==> src/rtl/ga_pkg.sv <==
// Shared types and default widths for the active-node pool manager and the no_ativo slots.
package ga_pkg;

  typedef enum logic [2:0] {
    IDLE     = 3'd0,
    BUSCA    = 3'd1,
    ESCREVE  = 3'd2,
    SAIDA    = 3'd3,
    DESATIVA = 3'd4,
    ESPERA   = 3'd5
  } ga_estado_t;

  localparam int GA_NUM_NA          = 8;
  localparam int GA_ADR_WIDTH       = 5;
  localparam int GA_DISTANCIA_WIDTH = 5;
  localparam int GA_CRITERIO_WIDTH  = 5;
  localparam int GA_CUSTO_WIDTH     = 4;
  localparam int GA_DESC_WIDTH      = 8;

endpackage

==> src/rtl/codificador_prioridade.sv <==
// Lowest-index priority encoder: one-hot of the lowest set bit, its index, and any-bit.
module codificador_prioridade #(
  parameter int N = 8
) (
  input  logic [N-1:0]         req_in,
  output logic [N-1:0]         onehot_out,
  output logic [$clog2(N)-1:0] idx_out,
  output logic                 any_out
);

  localparam int IW = $clog2(N);
  localparam logic [N-1:0] UM = N'(1);

  // Two's-complement trick isolates the lowest set bit.
  assign onehot_out = req_in & (~req_in + UM);
  assign any_out    = |req_in;

  always_comb begin
    idx_out = '0;
    for (int i = N - 1; i >= 0; i--) begin
      if (req_in[i]) idx_out = IW'(i);
    end
  end

endmodule

==> src/rtl/gerenciador_ativos.sv <==
// Active-node pool manager: merges/allocates node updates into no_ativo slots and pops approved nodes.
module gerenciador_ativos
  import ga_pkg::*;
#(
  parameter int NUM_NA          = GA_NUM_NA,
  parameter int ADR_WIDTH       = GA_ADR_WIDTH,
  parameter int DISTANCIA_WIDTH = GA_DISTANCIA_WIDTH,
  parameter int CRITERIO_WIDTH  = GA_CRITERIO_WIDTH,
  parameter int CUSTO_WIDTH     = GA_CUSTO_WIDTH,
  parameter int DESC_WIDTH      = GA_DESC_WIDTH
) (
  input  logic                              clk,
  input  logic                              rst,
  input  logic                              req_valid_in,
  output logic                              req_ready_out,
  input  logic [ADR_WIDTH-1:0]              req_endereco_in,
  input  logic [ADR_WIDTH-1:0]              req_anterior_in,
  input  logic [DISTANCIA_WIDTH-1:0]        req_distancia_in,
  input  logic [CUSTO_WIDTH-1:0]            req_menor_vizinho_in,
  input  logic [NUM_NA-1:0]                 na_ativo_in,
  input  logic [NUM_NA-1:0]                 na_aprovado_in,
  input  logic [NUM_NA*ADR_WIDTH-1:0]       na_endereco_in,
  input  logic [NUM_NA*ADR_WIDTH-1:0]       na_anterior_in,
  input  logic [NUM_NA*DISTANCIA_WIDTH-1:0] na_distancia_in,
  output logic [NUM_NA-1:0]                 ga_habilitar_out,
  output logic                              ga_atualizar_out,
  output logic                              ga_desativar_out,
  output logic [ADR_WIDTH-1:0]              ga_endereco_out,
  output logic [ADR_WIDTH-1:0]              ga_anterior_out,
  output logic [DISTANCIA_WIDTH-1:0]        ga_distancia_out,
  output logic [CUSTO_WIDTH-1:0]            ga_menor_vizinho_out,
  output logic                              sel_valid_out,
  input  logic                              sel_ready_in,
  output logic [ADR_WIDTH-1:0]              sel_endereco_out,
  output logic [ADR_WIDTH-1:0]              sel_anterior_out,
  output logic [DISTANCIA_WIDTH-1:0]        sel_distancia_out,
  output logic                              ga_cheio_out,
  output logic                              ga_vazio_out,
  output logic                              ga_overflow_out,
  output logic [DESC_WIDTH-1:0]             ga_descartados_out
);

  localparam int IW = $clog2(NUM_NA);
  // The criterion travels through no_ativo untouched; it never reaches this block.
  localparam int CRITERIO_W_UNUSED = CRITERIO_WIDTH;

  function automatic logic [DESC_WIDTH-1:0] sat_inc(input logic [DESC_WIDTH-1:0] v);
    return (&v) ? v : v + DESC_WIDTH'(1);
  endfunction

  logic [ADR_WIDTH-1:0]       slot_end  [NUM_NA];
  logic [ADR_WIDTH-1:0]       slot_ant  [NUM_NA];
  logic [DISTANCIA_WIDTH-1:0] slot_dist [NUM_NA];

  ga_estado_t                 state_q, state_d;
  logic [ADR_WIDTH-1:0]       req_end_q, req_end_d, req_ant_q, req_ant_d;
  logic [DISTANCIA_WIDTH-1:0] req_dist_q, req_dist_d;
  logic [CUSTO_WIDTH-1:0]     req_viz_q, req_viz_d;
  logic [NUM_NA-1:0]          slot_q, slot_d, hab_q, hab_d;
  logic                       atual_q, atual_d, desat_q, desat_d;
  logic [ADR_WIDTH-1:0]       bc_end_q, bc_end_d, bc_ant_q, bc_ant_d;
  logic [DISTANCIA_WIDTH-1:0] bc_dist_q, bc_dist_d;
  logic [CUSTO_WIDTH-1:0]     bc_viz_q, bc_viz_d;
  logic                       sel_valid_q, sel_valid_d;
  logic [ADR_WIDTH-1:0]       sel_end_q, sel_end_d, sel_ant_q, sel_ant_d;
  logic [DISTANCIA_WIDTH-1:0] sel_dist_q, sel_dist_d;
  logic                       ovf_q, ovf_d;
  logic [DESC_WIDTH-1:0]      desc_q, desc_d;

  logic [NUM_NA-1:0] hit_vec, livre_vec, aprov_vec;
  logic [NUM_NA-1:0] hit_oh, livre_oh, aprov_oh;
  logic [IW-1:0]     hit_idx, livre_idx_unused, aprov_idx;
  logic              hit_any, livre_any, aprov_any;

  for (genvar i = 0; i < NUM_NA; i++) begin : g_slot
    assign slot_end[i]  = na_endereco_in[i*ADR_WIDTH +: ADR_WIDTH];
    assign slot_ant[i]  = na_anterior_in[i*ADR_WIDTH +: ADR_WIDTH];
    assign slot_dist[i] = na_distancia_in[i*DISTANCIA_WIDTH +: DISTANCIA_WIDTH];
    assign hit_vec[i]   = na_ativo_in[i] && (slot_end[i] == req_end_q);
  end

  assign livre_vec = ~na_ativo_in;
  assign aprov_vec = na_aprovado_in & na_ativo_in;

  codificador_prioridade #(.N(NUM_NA)) u_cp_hit (
    .req_in(hit_vec), .onehot_out(hit_oh), .idx_out(hit_idx), .any_out(hit_any)
  );
  codificador_prioridade #(.N(NUM_NA)) u_cp_livre (
    .req_in(livre_vec), .onehot_out(livre_oh), .idx_out(livre_idx_unused), .any_out(livre_any)
  );
  codificador_prioridade #(.N(NUM_NA)) u_cp_aprov (
    .req_in(aprov_vec), .onehot_out(aprov_oh), .idx_out(aprov_idx), .any_out(aprov_any)
  );

  always_comb begin
    state_d     = state_q;
    req_end_d   = req_end_q;
    req_ant_d   = req_ant_q;
    req_dist_d  = req_dist_q;
    req_viz_d   = req_viz_q;
    slot_d      = slot_q;
    hab_d       = '0;
    atual_d     = 1'b0;
    desat_d     = 1'b0;
    bc_end_d    = bc_end_q;
    bc_ant_d    = bc_ant_q;
    bc_dist_d   = bc_dist_q;
    bc_viz_d    = bc_viz_q;
    sel_valid_d = sel_valid_q;
    sel_end_d   = sel_end_q;
    sel_ant_d   = sel_ant_q;
    sel_dist_d  = sel_dist_q;
    ovf_d       = ovf_q;
    desc_d      = desc_q;

    unique case (state_q)
      IDLE: begin
        if (req_valid_in) begin
          req_end_d  = req_endereco_in;
          req_ant_d  = req_anterior_in;
          req_dist_d = req_distancia_in;
          req_viz_d  = req_menor_vizinho_in;
          state_d    = BUSCA;
        end else if (aprov_any) begin
          slot_d      = aprov_oh;
          sel_valid_d = 1'b1;
          sel_end_d   = slot_end[aprov_idx];
          sel_ant_d   = slot_ant[aprov_idx];
          sel_dist_d  = slot_dist[aprov_idx];
          state_d     = SAIDA;
        end
      end
      BUSCA: begin
        // Commands are registered, so the write is set up here to appear during ESCREVE.
        if (hit_any && (req_dist_q < slot_dist[hit_idx])) begin
          hab_d   = hit_oh;
          atual_d = 1'b1;
          state_d = ESCREVE;
        end else if (hit_any) begin
          desc_d  = sat_inc(desc_q);
          state_d = IDLE;
        end else if (livre_any) begin
          hab_d   = livre_oh;
          atual_d = 1'b1;
          state_d = ESCREVE;
        end else begin
          ovf_d   = 1'b1;
          desc_d  = sat_inc(desc_q);
          state_d = IDLE;
        end
        if (atual_d) begin
          bc_end_d  = req_end_q;
          bc_ant_d  = req_ant_q;
          bc_dist_d = req_dist_q;
          bc_viz_d  = req_viz_q;
        end
      end
      ESCREVE:  state_d = ESPERA;
      SAIDA: begin
        if (sel_ready_in) begin
          sel_valid_d = 1'b0;
          desat_d     = 1'b1;
          hab_d       = slot_q;
          state_d     = DESATIVA;
        end
      end
      DESATIVA: state_d = ESPERA;
      ESPERA:   state_d = IDLE;
      default:  state_d = IDLE;
    endcase
  end

  always_ff @(posedge clk or posedge rst) begin
    if (rst) begin
      state_q     <= IDLE;
      req_end_q   <= '0;
      req_ant_q   <= '0;
      req_dist_q  <= '0;
      req_viz_q   <= '0;
      slot_q      <= '0;
      hab_q       <= '0;
      atual_q     <= 1'b0;
      desat_q     <= 1'b0;
      bc_end_q    <= '0;
      bc_ant_q    <= '0;
      bc_dist_q   <= '0;
      bc_viz_q    <= '0;
      sel_valid_q <= 1'b0;
      sel_end_q   <= '0;
      sel_ant_q   <= '0;
      sel_dist_q  <= '0;
      ovf_q       <= 1'b0;
      desc_q      <= '0;
    end else begin
      state_q     <= state_d;
      req_end_q   <= req_end_d;
      req_ant_q   <= req_ant_d;
      req_dist_q  <= req_dist_d;
      req_viz_q   <= req_viz_d;
      slot_q      <= slot_d;
      hab_q       <= hab_d;
      atual_q     <= atual_d;
      desat_q     <= desat_d;
      bc_end_q    <= bc_end_d;
      bc_ant_q    <= bc_ant_d;
      bc_dist_q   <= bc_dist_d;
      bc_viz_q    <= bc_viz_d;
      sel_valid_q <= sel_valid_d;
      sel_end_q   <= sel_end_d;
      sel_ant_q   <= sel_ant_d;
      sel_dist_q  <= sel_dist_d;
      ovf_q       <= ovf_d;
      desc_q      <= desc_d;
    end
  end

  assign req_ready_out        = (state_q == IDLE);
  assign ga_habilitar_out     = hab_q;
  assign ga_atualizar_out     = atual_q;
  assign ga_desativar_out     = desat_q;
  assign ga_endereco_out      = bc_end_q;
  assign ga_anterior_out      = bc_ant_q;
  assign ga_distancia_out     = bc_dist_q;
  assign ga_menor_vizinho_out = bc_viz_q;
  assign sel_valid_out        = sel_valid_q;
  assign sel_endereco_out     = sel_end_q;
  assign sel_anterior_out     = sel_ant_q;
  assign sel_distancia_out    = sel_dist_q;
  assign ga_cheio_out         = &na_ativo_in;
  assign ga_vazio_out         = ~|na_ativo_in;
  assign ga_overflow_out      = ovf_q;
  assign ga_descartados_out   = desc_q;

endmodule

==> config.mk <==
export PLATFORM = sky130hd
export DESIGN_NAME = gerenciador_ativos
export DESIGN_NICKNAME = d
export VERILOG_FILES = /design/src/rtl/ga_pkg.sv /design/src/rtl/codificador_prioridade.sv /design/src/rtl/gerenciador_ativos.sv
export SDC_FILE = /design/constraint.sdc
export NUM_CORES = 1
export LEC_CHECK = 0
export BUFFER_PORTS_ARGS = -buffer_cell sky130_fd_sc_hd__buf_2
export CAP_MARGIN = 10
export CORE_ASPECT_RATIO = 1.4
export CORE_MARGIN = 3
export CORE_UTILIZATION = 35
export CTS_CLUSTER_DIAMETER = 40
export CTS_CLUSTER_SIZE = 10
export DETAILED_ROUTE_END_ITERATION = 10
export MAX_ROUTING_LAYER = met4
export SLEW_MARGIN = 20
export SYNTH_ARGS = -nofsm -noshare
export SYNTH_HDL_FRONTEND = slang
export SYNTH_SLANG_ARGS = --single-unit
==> constraint.sdc <==
create_clock -name clk -period 13.4 [get_ports clk]
set_clock_uncertainty 0.2 [all_clocks]
set_input_delay 1.34 -clock clk [delete_from_list [all_inputs] [get_ports clk]]
set_output_delay 1.34 -clock clk [all_outputs]
set_load 0.03 [all_outputs]
After elaboration in Yosys (flattened, before gate mapping)
Index checks and enable logic that the tools add are counted.
{"block": "op_classes", "n_addsub": 4, "magnitude_cmp": 3, "n_eq_ne": 17, "n_mux": 54, "bitwise_logic": 14, "n_reduce_logical": 26}
{"cell": "binary-select mux 5 bit (select 3 bit)", "count": 4}
{"cell": "2-to-1 mux 3 bit", "count": 19}
{"cell": "2-to-1 mux 8 bit", "count": 7}
{"cell": "== test 5 bit", "count": 8}
{"cell": "2-to-1 mux 5 bit", "count": 8}
{"cell": "adder 8 x 1 -> 8 bit (second input constant)", "count": 4}
{"cell": "AND 8 bit", "count": 4}
{"cell": "inverter 8 bit", "count": 4}
{"cell": "OR reduction 8 bit", "count": 4}
{"cell": "one-hot mux 8 bit (2 select lines)", "count": 1}
{"cell": "AND reduction 8 bit", "count": 2}
{"cell": "one-hot mux 3 bit (4 select lines)", "count": 1}
{"cell": "2-to-1 mux 1 bit", "count": 10}
{"cell": "logical AND 1 bit", "count": 9}
{"cell": "greater-or-equal comparator 4 bit (second input constant)", "count": 2}
{"cell": "inverter 3 -> 4 bit", "count": 2}
{"cell": "AND reduction 4 bit", "count": 2}
{"cell": "== test 3 x 2 -> 1 bit (second input constant)", "count": 2}
{"cell": "2-to-1 mux 2 bit", "count": 3}
{"cell": "!= test 2 bit (second input constant)", "count": 3}
{"cell": "AND reduction 2 bit", "count": 3}
{"cell": "AND reduction 3 bit", "count": 2}
{"cell": "< comparator 5 bit", "count": 1}
{"cell": "inverter 1 bit", "count": 4}
{"cell": "other kinds (9)", "count": 9}
{"block": "word_totals", "register_bits": 84, "out_inout_bits": 57, "wordCells": 137}

Depth between registers and ports, before layout
Gate-level depths: netlist of run 1.
{"block": "logic_depth", "depth_word": 19, "ltp_mapped": 23}

Hierarchy
From an unflattened synthesis of run 1, not the netlist that was laid out.
{"block": "unflattened", "hier_cells": 471, "area_unflattened_um2": 5589.1}
{"mod": "gerenciador_ativos", "instances": 1, "cells_each": 402, "area_per_inst_um2": 5172.5, "seq_area_each_um2": 2102.0}
{"mod": "codificador_prioridade", "instances": 3, "cells_each": 23, "area_per_inst_um2": 138.9, "seq_area_each_um2": 0.0}

Least setup slack after synthesis of run 1
Ideal clock, no wire load.
{"block": "synth_path", "kind": "input -> register", "from": "input na_endereco_in[28]", "to": "register bc_ant_q[4] (netlist: ga_anterior_out[4])", "arrival_time_ns": 5.136, "required_time_ns": 13.075, "slack_ns": 7.939, "cell_stages": 21, "path_cell_list": "xor2_1 -> nor4_1 -> and3_1 -> a31oi_1 -> nor2b_1 -> o21a_1 -> buf_2 -> buf_2 -> mux2i_1 -> a21oi_1 -> a21oi_1 -> ha_1 -> a21o_1 -> a21o_1 -> a21oi_1 -> nand2_1 -> a41oi_1 -> o21bai_1 -> o21ai_4 -> buf_6 -> mux2_4"}
{"block": "synth_between", "elab_chain_cells": 17, "word_cells_on_any_way": 19, "cone_classes": "order compare: 1; eq/ne: 1; mux: 12; bitwise: 1; reduce/logical: 4"}
{"element": "start: declaration", "line_no": "gerenciador_ativos.sv:22", "text": "input logic [NUM_NA*ADR_WIDTH-1:0] na_endereco_in,"}
{"element": "== test 5 bit *", "line_no": "gerenciador_ativos.sv:79", "text": "assign hit_vec[i] = na_ativo_in[i] && (slot_end[i] == req_end_q);"}
{"element": "logical AND 1 bit *", "line_no": "gerenciador_ativos.sv:79"}
{"element": "2-to-1 mux 3 bit (6 in series)", "line_no": "codificador_prioridade.sv:21", "text": "if (req_in[i]) idx_out = IW'(i);"}
{"element": "inverter 3 -> 4 bit (not written as such)", "line_no": "gerenciador_ativos.sv:135", "text": "if (hit_any && (req_dist_q < slot_dist[hit_idx])) begin"}
{"element": "binary-select mux 5 bit (select 3 bit)", "line_no": "gerenciador_ativos.sv:135"}
{"element": "2-to-1 mux 5 bit (not written as such) (2 in series)", "line_no": "gerenciador_ativos.sv:135"}
{"element": "< comparator 5 bit", "line_no": "gerenciador_ativos.sv:135"}
{"element": "logical AND 1 bit", "line_no": "gerenciador_ativos.sv:135"}
{"element": "2-to-1 mux 1 bit *", "line_no": "gerenciador_ativos.sv:135"}
{"element": "2-to-1 mux 1 bit *", "line_no": "gerenciador_ativos.sv:116", "text": "unique case (state_q)"}
{"element": "AND reduction 2 bit (no line) *"}
{"element": "end signal: assignment", "line_no": "gerenciador_ativos.sv:205", "text": "bc_ant_q <= bc_ant_d;"}
{"element": "end: declaration", "line_no": "gerenciador_ativos.sv:61", "text": "logic [ADR_WIDTH-1:0] bc_end_q, bc_end_d, bc_ant_q, bc_ant_d;"}
Every way passes the cells marked *; elsewhere a longest branch is shown, timed or not. The select of a mux whose other input is x is not followed.
A chain may end at the register's enable or synchronous reset.

Worst setup path in the final report of run 1
{"block": "layout_path", "from": "input na_endereco_in[29]", "to": "register bc_dist_q[3] (netlist: ga_distancia_out[3])"}
{"block": "layout_between", "elab_chain_cells": 17, "word_cells_on_any_way": 19, "cone_classes": "order compare: 1; eq/ne: 1; mux: 12; bitwise: 1; reduce/logical: 4"}
{"element": "== test 5 bit *", "line_no": "gerenciador_ativos.sv:79"}
{"element": "logical AND 1 bit *", "line_no": "gerenciador_ativos.sv:79"}
{"element": "2-to-1 mux 3 bit (6 in series)", "line_no": "codificador_prioridade.sv:21"}
{"element": "inverter 3 -> 4 bit (not written as such)", "line_no": "gerenciador_ativos.sv:135"}
{"element": "binary-select mux 5 bit (select 3 bit)", "line_no": "gerenciador_ativos.sv:135"}
{"element": "2-to-1 mux 5 bit (not written as such) (2 in series)", "line_no": "gerenciador_ativos.sv:135"}
{"element": "< comparator 5 bit", "line_no": "gerenciador_ativos.sv:135"}
{"element": "logical AND 1 bit", "line_no": "gerenciador_ativos.sv:135"}
{"element": "2-to-1 mux 1 bit *", "line_no": "gerenciador_ativos.sv:135"}
{"element": "2-to-1 mux 1 bit *", "line_no": "gerenciador_ativos.sv:116"}
{"element": "AND reduction 2 bit (no line) *"}
{"element": "end signal: assignment", "line_no": "gerenciador_ativos.sv:206", "text": "bc_dist_q <= bc_dist_d;"}
{"element": "end: declaration", "line_no": "gerenciador_ativos.sv:62", "text": "logic [DISTANCIA_WIDTH-1:0] bc_dist_q, bc_dist_d;"}
Marks and branches as above.

==> flow_summary_export.csv, run 1 <==
group,metric,value,unit
synthesis,syn-num-nets,819,
synthesis,syn_avg_cell_area,8.613,µm²
cells_and_area,syn_to_final_growth,26.68,%
floorplan,die_h,156.2,µm
setup_path,worstPathMaxFanout,24,
pwr,ir_drop,0.06971,mV
place,place_hpwl,14180,µm
timing,fin_crit,6248,ps
floorplan,die-area,17700,µm²
clocking,clk_latency,340,ps
clocking,cts_made_buffers,9,
floorplan,rows,54,
run_status,outcome,"finished, final reports clean",
synthesis,synth_edf_count,0,
floorplan,die_x,113.3,µm
cells_and_area,final_nets,1011,
synthesis,synth_ff_type,"dfrtp_1",
synthesis,ys_warn_count,0,
timing,drv_slew,0,
cells_and_area,mostFrequentLayoutCells,"buf_2, nand2_1, dfrtp_1",
synthesis,synthesis.area,5642,µm²
grt,grt_pass1_vias,5473,
place,globalplace.congestion,0.8809,
grt,grt.total_usage,21.35,%
cells_and_area,drive_gt1_share,34.04,%
clocking,h-tree-depth,3,
synthesis,ys_top_cells_by_area,"dfrtp_1, nand2_1, xor2_1, mux2_4, mux2_2",
pwr,power_density,198.8,nW/µm²
pwr,power_leakage,3.549,nW
clocking,postCtsSetupRepairBufs,0,
grt,gr-total-overflow,0,
flow_run,drv_cap,0,
timing,finalHoldViolCount,0,
synthesis,async_reset_ff_share,100.0,%
setup_path,worstSetupPathType,"in2reg",
clocking,cts_tree,"built",
timing,fin_crit_sh,46.63,%
detailed_routing,viasPerCell,5.228,
detailed_routing,vias,5500,
grt,grt_max_degree,85,
worst_hold_path,hp-class,"reg2reg",
setup_path,reg2reg_slack,7500,ps
setup_path,crit_start,"na_endereco_in[29]",
floorplan,start_util,35.99,%
place,io_buffers,215,
cells_and_area,fin_area,7147,µm²
cells_and_area,final_common_cell,"buf_2",
detailed_routing,first_iter_violations,260,
synthesis,yosys.area.top_type,"dfrtp_1",
timing,worstMarginPinSlew,937.8,ps
detailed_routing,ant_nets,0,
cells_and_area,post-route-util,45.59,%
setup_path,endpoint_kind,"flip-flop",
grt,grt_pass1_wl,28950,µm
floorplan,ios,216,
setup_path,crit_end,"ga_distancia_out[3]",
timing,rsz0062_at_grt,"false",
synthesis,ys_ff_latch,84,
synthesis,syn-instance-count,655,
synthesis,synth_cell_types,54,
setup_path,crit_path_start_kind,"primary input",
setup_path,worstReg2RegEnd,"ga_distancia_out[3]",
timing,max_freq,0.1601,GHz
synthesis,seq_area_frac_synth,37.26,%
setup_path,cp.required,13420,ps
detailed_routing,avgRoutedWirePerCell,17.58,µm
clocking,cts_root_buf,"clkbuf_16",
detailed_routing,drt_wl_total,18500,µm
clocking,clkTransAtPathRegs,60,ps
timing,setup_violations,0,
synthesis,synth_top_area_share,37.26,%
setup_path,worst_r2r_path_depth,18,
clocking,post_cts_resized,0,
floorplan,core_area,15680,µm²
detailed_routing,dr.pass1.iters,5,
clocking,cts.sinks,84,
setup_path,arrival,6270,ps
worst_hold_path,hold-path-cell-count,2,
setup_path,r2r-start,"req_end_q[3]",
place,postPlaceCellArea,6833,µm²
grt,antenna_found_initial,4,
detailed_routing,drcViolationCount,0,
clocking,cts_buffer_depth,2,
clocking,postCtsHoldBufs,0,
timing,maxSlewHeadroom,37.48,%
timing,finalSetupTns,0,ps
==> metal layers <==
metal,vias up,GRT usage [%],share of wire (%)
li1,2716,-,-
met1,2539,25.74,40
met2,210,36.13,50
met3,35,3.211,6.4
met4,0,7.904,3.0
met5,-,-,0
==> state kept, by name, summed over array words and instances (netlist names), 3 cells and up <==
| register | flops |
|---|---|
| ga_descartados_out | 8 |
| ga_habilitar_out | 8 |
| slot_q | 8 |
| ga_anterior_out | 5 |
| ga_distancia_out | 5 |
| ga_endereco_out | 5 |
| req_ant_q | 5 |
| req_dist_q | 5 |
| req_end_q | 5 |
| sel_anterior_out | 5 |
| sel_distancia_out | 5 |
| sel_endereco_out | 5 |
| ga_menor_vizinho_out | 4 |
| req_viz_q | 4 |
| state_q | 3 |
==> worst min-delay path by stage <==
stage	from	endpoint	slack, ps
global placement	sel_anterior_out[0]	sel_anterior_out[0]	260
CTS	ga_overflow_out	ga_overflow_out	280
floorplan	slot_q[3]	slot_q[3]	250
global route	slot_q[0]	ga_habilitar_out[0]	310
detailed placement	ga_overflow_out	ga_overflow_out	260
finish	sel_distancia_out[3]	sel_distancia_out[3]	270
==> per-stage QoR <==
stage                     instances  setup slack (ps)  hold WS [ps]   power, W
final                          1052              7152         274.1   0.001421
after global routing           1052              6706         306.4   0.001521
after CTS                      1048              7148         277.1   0.001437
after detailed placement       1032              6800         259.0   0.001177
after global placement         1032              6915         258.0   0.001166
after floorplan                 655              7939         248.4  0.0009853
==> critical path, stage by stage <==
cell,delay (ps)
buf_2,120
xor2_1,180
nor4_1,80
and3_1,210
a31oi_1,410
nor2b_1,260
o21a_1,760
mux2i_1,170
a211oi_1,290
a21oi_1,70
ha_1,340
a21o_1,110
a21o_1,110
a21oi_1,60
nand2_1,80
a41oi_1,80
o21bai_1,360
o21ai_4,790
mux2_2,410
==> logic make-up after synthesis <==
kind of cell,synth area share [%]
compound gates,14.68
xor+xnor,7.297
fa+ha+maj,1.109
buf+inv,4.036
flops,37.26
mux,10.93
simple gates,24.68
==> synth_stat cells (2+ instances only) <==
cell      number
nand2_1      176
dfrtp_1       84
nand3_1       44
xor2_1        38
clkbuf_1      30
a21oi_1       25
and3_1        23
o21ai_0       23
mux2_2        21
a31oi_1       19
mux2_4        18
a311oi_1      16
a211oi_1      12
mux2i_1       11
nor4_1        11
nor2_1         9
nor2b_1        9
xnor2_1        9
nor3_1         7
o31ai_1        7
inv_1          6
buf_6          5
ha_1           5
nand4_1        4
and2_1         3
buf_4          3
a21o_1         2
buf_2          2
nand2b_1       2
nor3b_1        2
nor4_2         2
o21ai_4        2
o21bai_1       2
o221ai_1       2
or4_1          2
==> layout make-up <==
type	instances	area, µm²
flip-flops and latches	84	2102
repair buffers	222	1132
fillers	1618	8528
well taps	196	245.2
clock inverters	6	71.32
multi-input cells	524	3333
diodes	4	10.01
inverters	6	23.77
clock buffers	10	229.0
==> power breakdown <==
group | internal [W] | switching, W | total [W]
registers | 0.000360 | 0.000102 | 0.000462
clock network | 0.000147 | 0.000109 | 0.000256
logic | 0.000294 | 0.000409 | 0.000703
total | 0.000801 | 0.000620 | 0.00142
Note: power is estimated with default switching activity, not from simulation.
==> inputs of run 2 (changes only) <==
- clock period: 13.4 -> 5.8 ns (I/O delays scaled with it)
==> run 2 against run 1 <==
Register-to-register slack worse by 6900 ps. Total power up 130%. Non-clock buffer count rose by 3. Cell area barely moved. Combinational power grew 130%. Worst hold slack worse by 170 ps. Cell count up 0.19%. Global-route usage up 0.48 points. Sequential cell count is the same. Critical endpoint unchanged.
==> flow_summary_export.csv, run 2 (synthesis gave the netlist of run 1 again) <==
group,metric,value,unit
clocking,postCtsHoldBufs,0,
timing,rsz0062_at_grt,"false",
place,placed_cells,1035,
pwr,power_density,457.8,nW/µm²
place,io_buffers,215,
detailed_routing,first_iter_violations,219,
worst_hold_path,hp-class,"in2async",
pwr,power_switching,0.001455,W
floorplan,ios,216,
clocking,post_cts_resized,0,
floorplan,core_area,15680,µm²
timing,fin_crit,5161,ps
detailed_routing,ant_nets,0,
grt,grt.total_usage,21.83,%
floorplan,die-area,17700,µm²
timing,fin_ws,639.2,ps
pwr,power_frac_seq,32.3,%
pwr,p_int,0.001818,W
setup_path,arrival,5190,ps
pwr,total_power,0.003273,W
floorplan,start_util,35.99,%
cells_and_area,fin_cells,1054,
floorplan,die_x,113.3,µm
clocking,cts_buffer_depth,2,
clocking,postCtsSetupRepairBufs,0,
detailed_routing,drt_wl_total,18830,µm
cells_and_area,drive_gt1_share,34.39,%
setup_path,cp.required,5830,ps
pwr,ir_drop,0.1764,mV
timing,maxSlewHeadroom,32.59,%
floorplan,die_h,156.2,µm
run_status,outcome,"finished, final reports clean",
pwr,netSwitchingFraction,44.46,%
detailed_routing,viasPerCell,5.291,
setup_path,worstPathMaxFanout,24,
cells_and_area,final_nets,1014,
cells_and_area,syn_to_final_growth,26.75,%
floorplan,rows,54,
pwr,pwr-share-comb,50.5,%
timing,drv_slew,0,
place,dp_slack,616.4,ps
timing,finalSetupTns,0,ps
grt,grt_pass1_vias,5493,
timing,holdWs,108.2,ps
flow_run,drv_cap,0,
pwr,power_leakage,3.556,nW
clocking,h-tree-depth,3,
setup_path,worstSetupPathType,"reg2reg",
place,globalplace.congestion,0.8366,
detailed_routing,vias,5577,
detailed_routing,dr.pass1.iters,6,
timing,max_freq,0.1938,GHz
grt,grt_max_degree,61,
timing,setup_violations,0,
detailed_routing,avgRoutedWirePerCell,17.87,µm
grt,gr-total-overflow,0,
timing,worstMarginPinSlew,1011,ps
timing,finalHoldViolCount,0,
setup_path,path_cells,"xor2_1 -> nor4_1 -> and3_1 -> a31oi_1 -> nor2b_1 -> o21a_1 -> buf_4 -> a211oi_1 -> a211oi_1 -> a21oi_1 -> ha_1 -> a21o_1 -> a21o_1 -> a21oi_1 -> nand2_1 -> a41oi_1 -> o21bai_1 -> o21ai_4 -> mux2_2",
clocking,clk_latency,350,ps
timing,fin_crit_sh,88.98,%
pwr,p_clk_share,17.2,%
place,place_hpwl,14460,µm
setup_path,cpPeakStageDelay,750,ps
grt,antenna_found_initial,2,
clocking,cts_root_buf,"clkbuf_16",
clocking,cts_made_buffers,9,
grt,grt_pass1_wl,29330,µm
setup_path,crit_path_start_kind,"flip-flop",
setup_path,endpoint_kind,"flip-flop",
cells_and_area,mostFrequentLayoutCells,"buf_2, nand2_1, dfrtp_1",
setup_path,critPathSlowestCell,"o21ai_4",
clocking,cts.sinks,84,
detailed_routing,drcViolationCount,0,
clocking,cts_tree,"built",
cells_and_area,final_common_cell,"buf_2",
clocking,clkTransAtPathRegs,70,ps
[run 2: power groups by stage]
stage | clock [W] | combinational, W | sequential [W]
after floorplan | 0 | 0.00103 | 0.00124
after global placement | 0 | 0.00164 | 0.00106
after detailed placement | 0 | 0.00166 | 0.00107
after CTS | 0.000576 | 0.00167 | 0.00106
after global routing | 0.000598 | 0.00181 | 0.00109
final | 0.000564 | 0.00165 | 0.00106
[run 2: path summary, 6_finish.rpt]
path	start	end	slack, ps	cells past startpoint
worst max-delay path	req_end_q[3]	ga_distancia_out[3]	640	19
worst min-delay path	rst	ga_endereco_out[1]	110	2
worst max register to register	req_end_q[3]	ga_distancia_out[3]	640	19
worst min register to register	sel_anterior_out[4]	sel_anterior_out[4]	270	2
max in group asynchronous	rst	sel_anterior_out[4]	4230	3
min in group clk	req_menor_vizinho_in[2]	req_viz_q[2]	260	2
[run 2: critical path, delay by kind of cell (launching register included)]
kind            cells  cell delay (ps)
compound gates     11             2340
xor+xnor            1              200
fa+ha+maj           1              300
buf+inv             1              290
flops               1              670
mux                 1              410
simple gates        4              610
[run 2: per-layer routing]
metal | GRT usage [%] | routed length [µm] | up-vias
met4 | 7.789 | 575 | 0
met1 | 26.31 | 7666 | 2606
met3 | 3.907 | 1133 | 32
met2 | 36.64 | 9455 | 212
met5 | - | 0 | -
li1 | - | - | 2727
[run 2: cell type report]
class                           instances  area [µm²]
Fill cell                            1626        8524
Multi-Input combinational cell        524        3338
Sequential cell                        84        2102
Timing Repair Buffer                  225        1151
Tap cell                              196       245.2
Clock buffer                            9       225.2
Clock inverter                          7       57.56
Inverter                                6       23.77
Antenna cell                            3       7.507
[run 2: per-stage QoR]
| step | util (%) | cell area, µm² |
|---|---|---|
| global placement | 43.73 | 6855 |
| CTS | 45.54 | 7138 |
| finish | 45.62 | 7151 |
| global route | 45.60 | 7148 |
| floorplan | - | 5642 |
| detailed placement | 43.73 | 6855 |
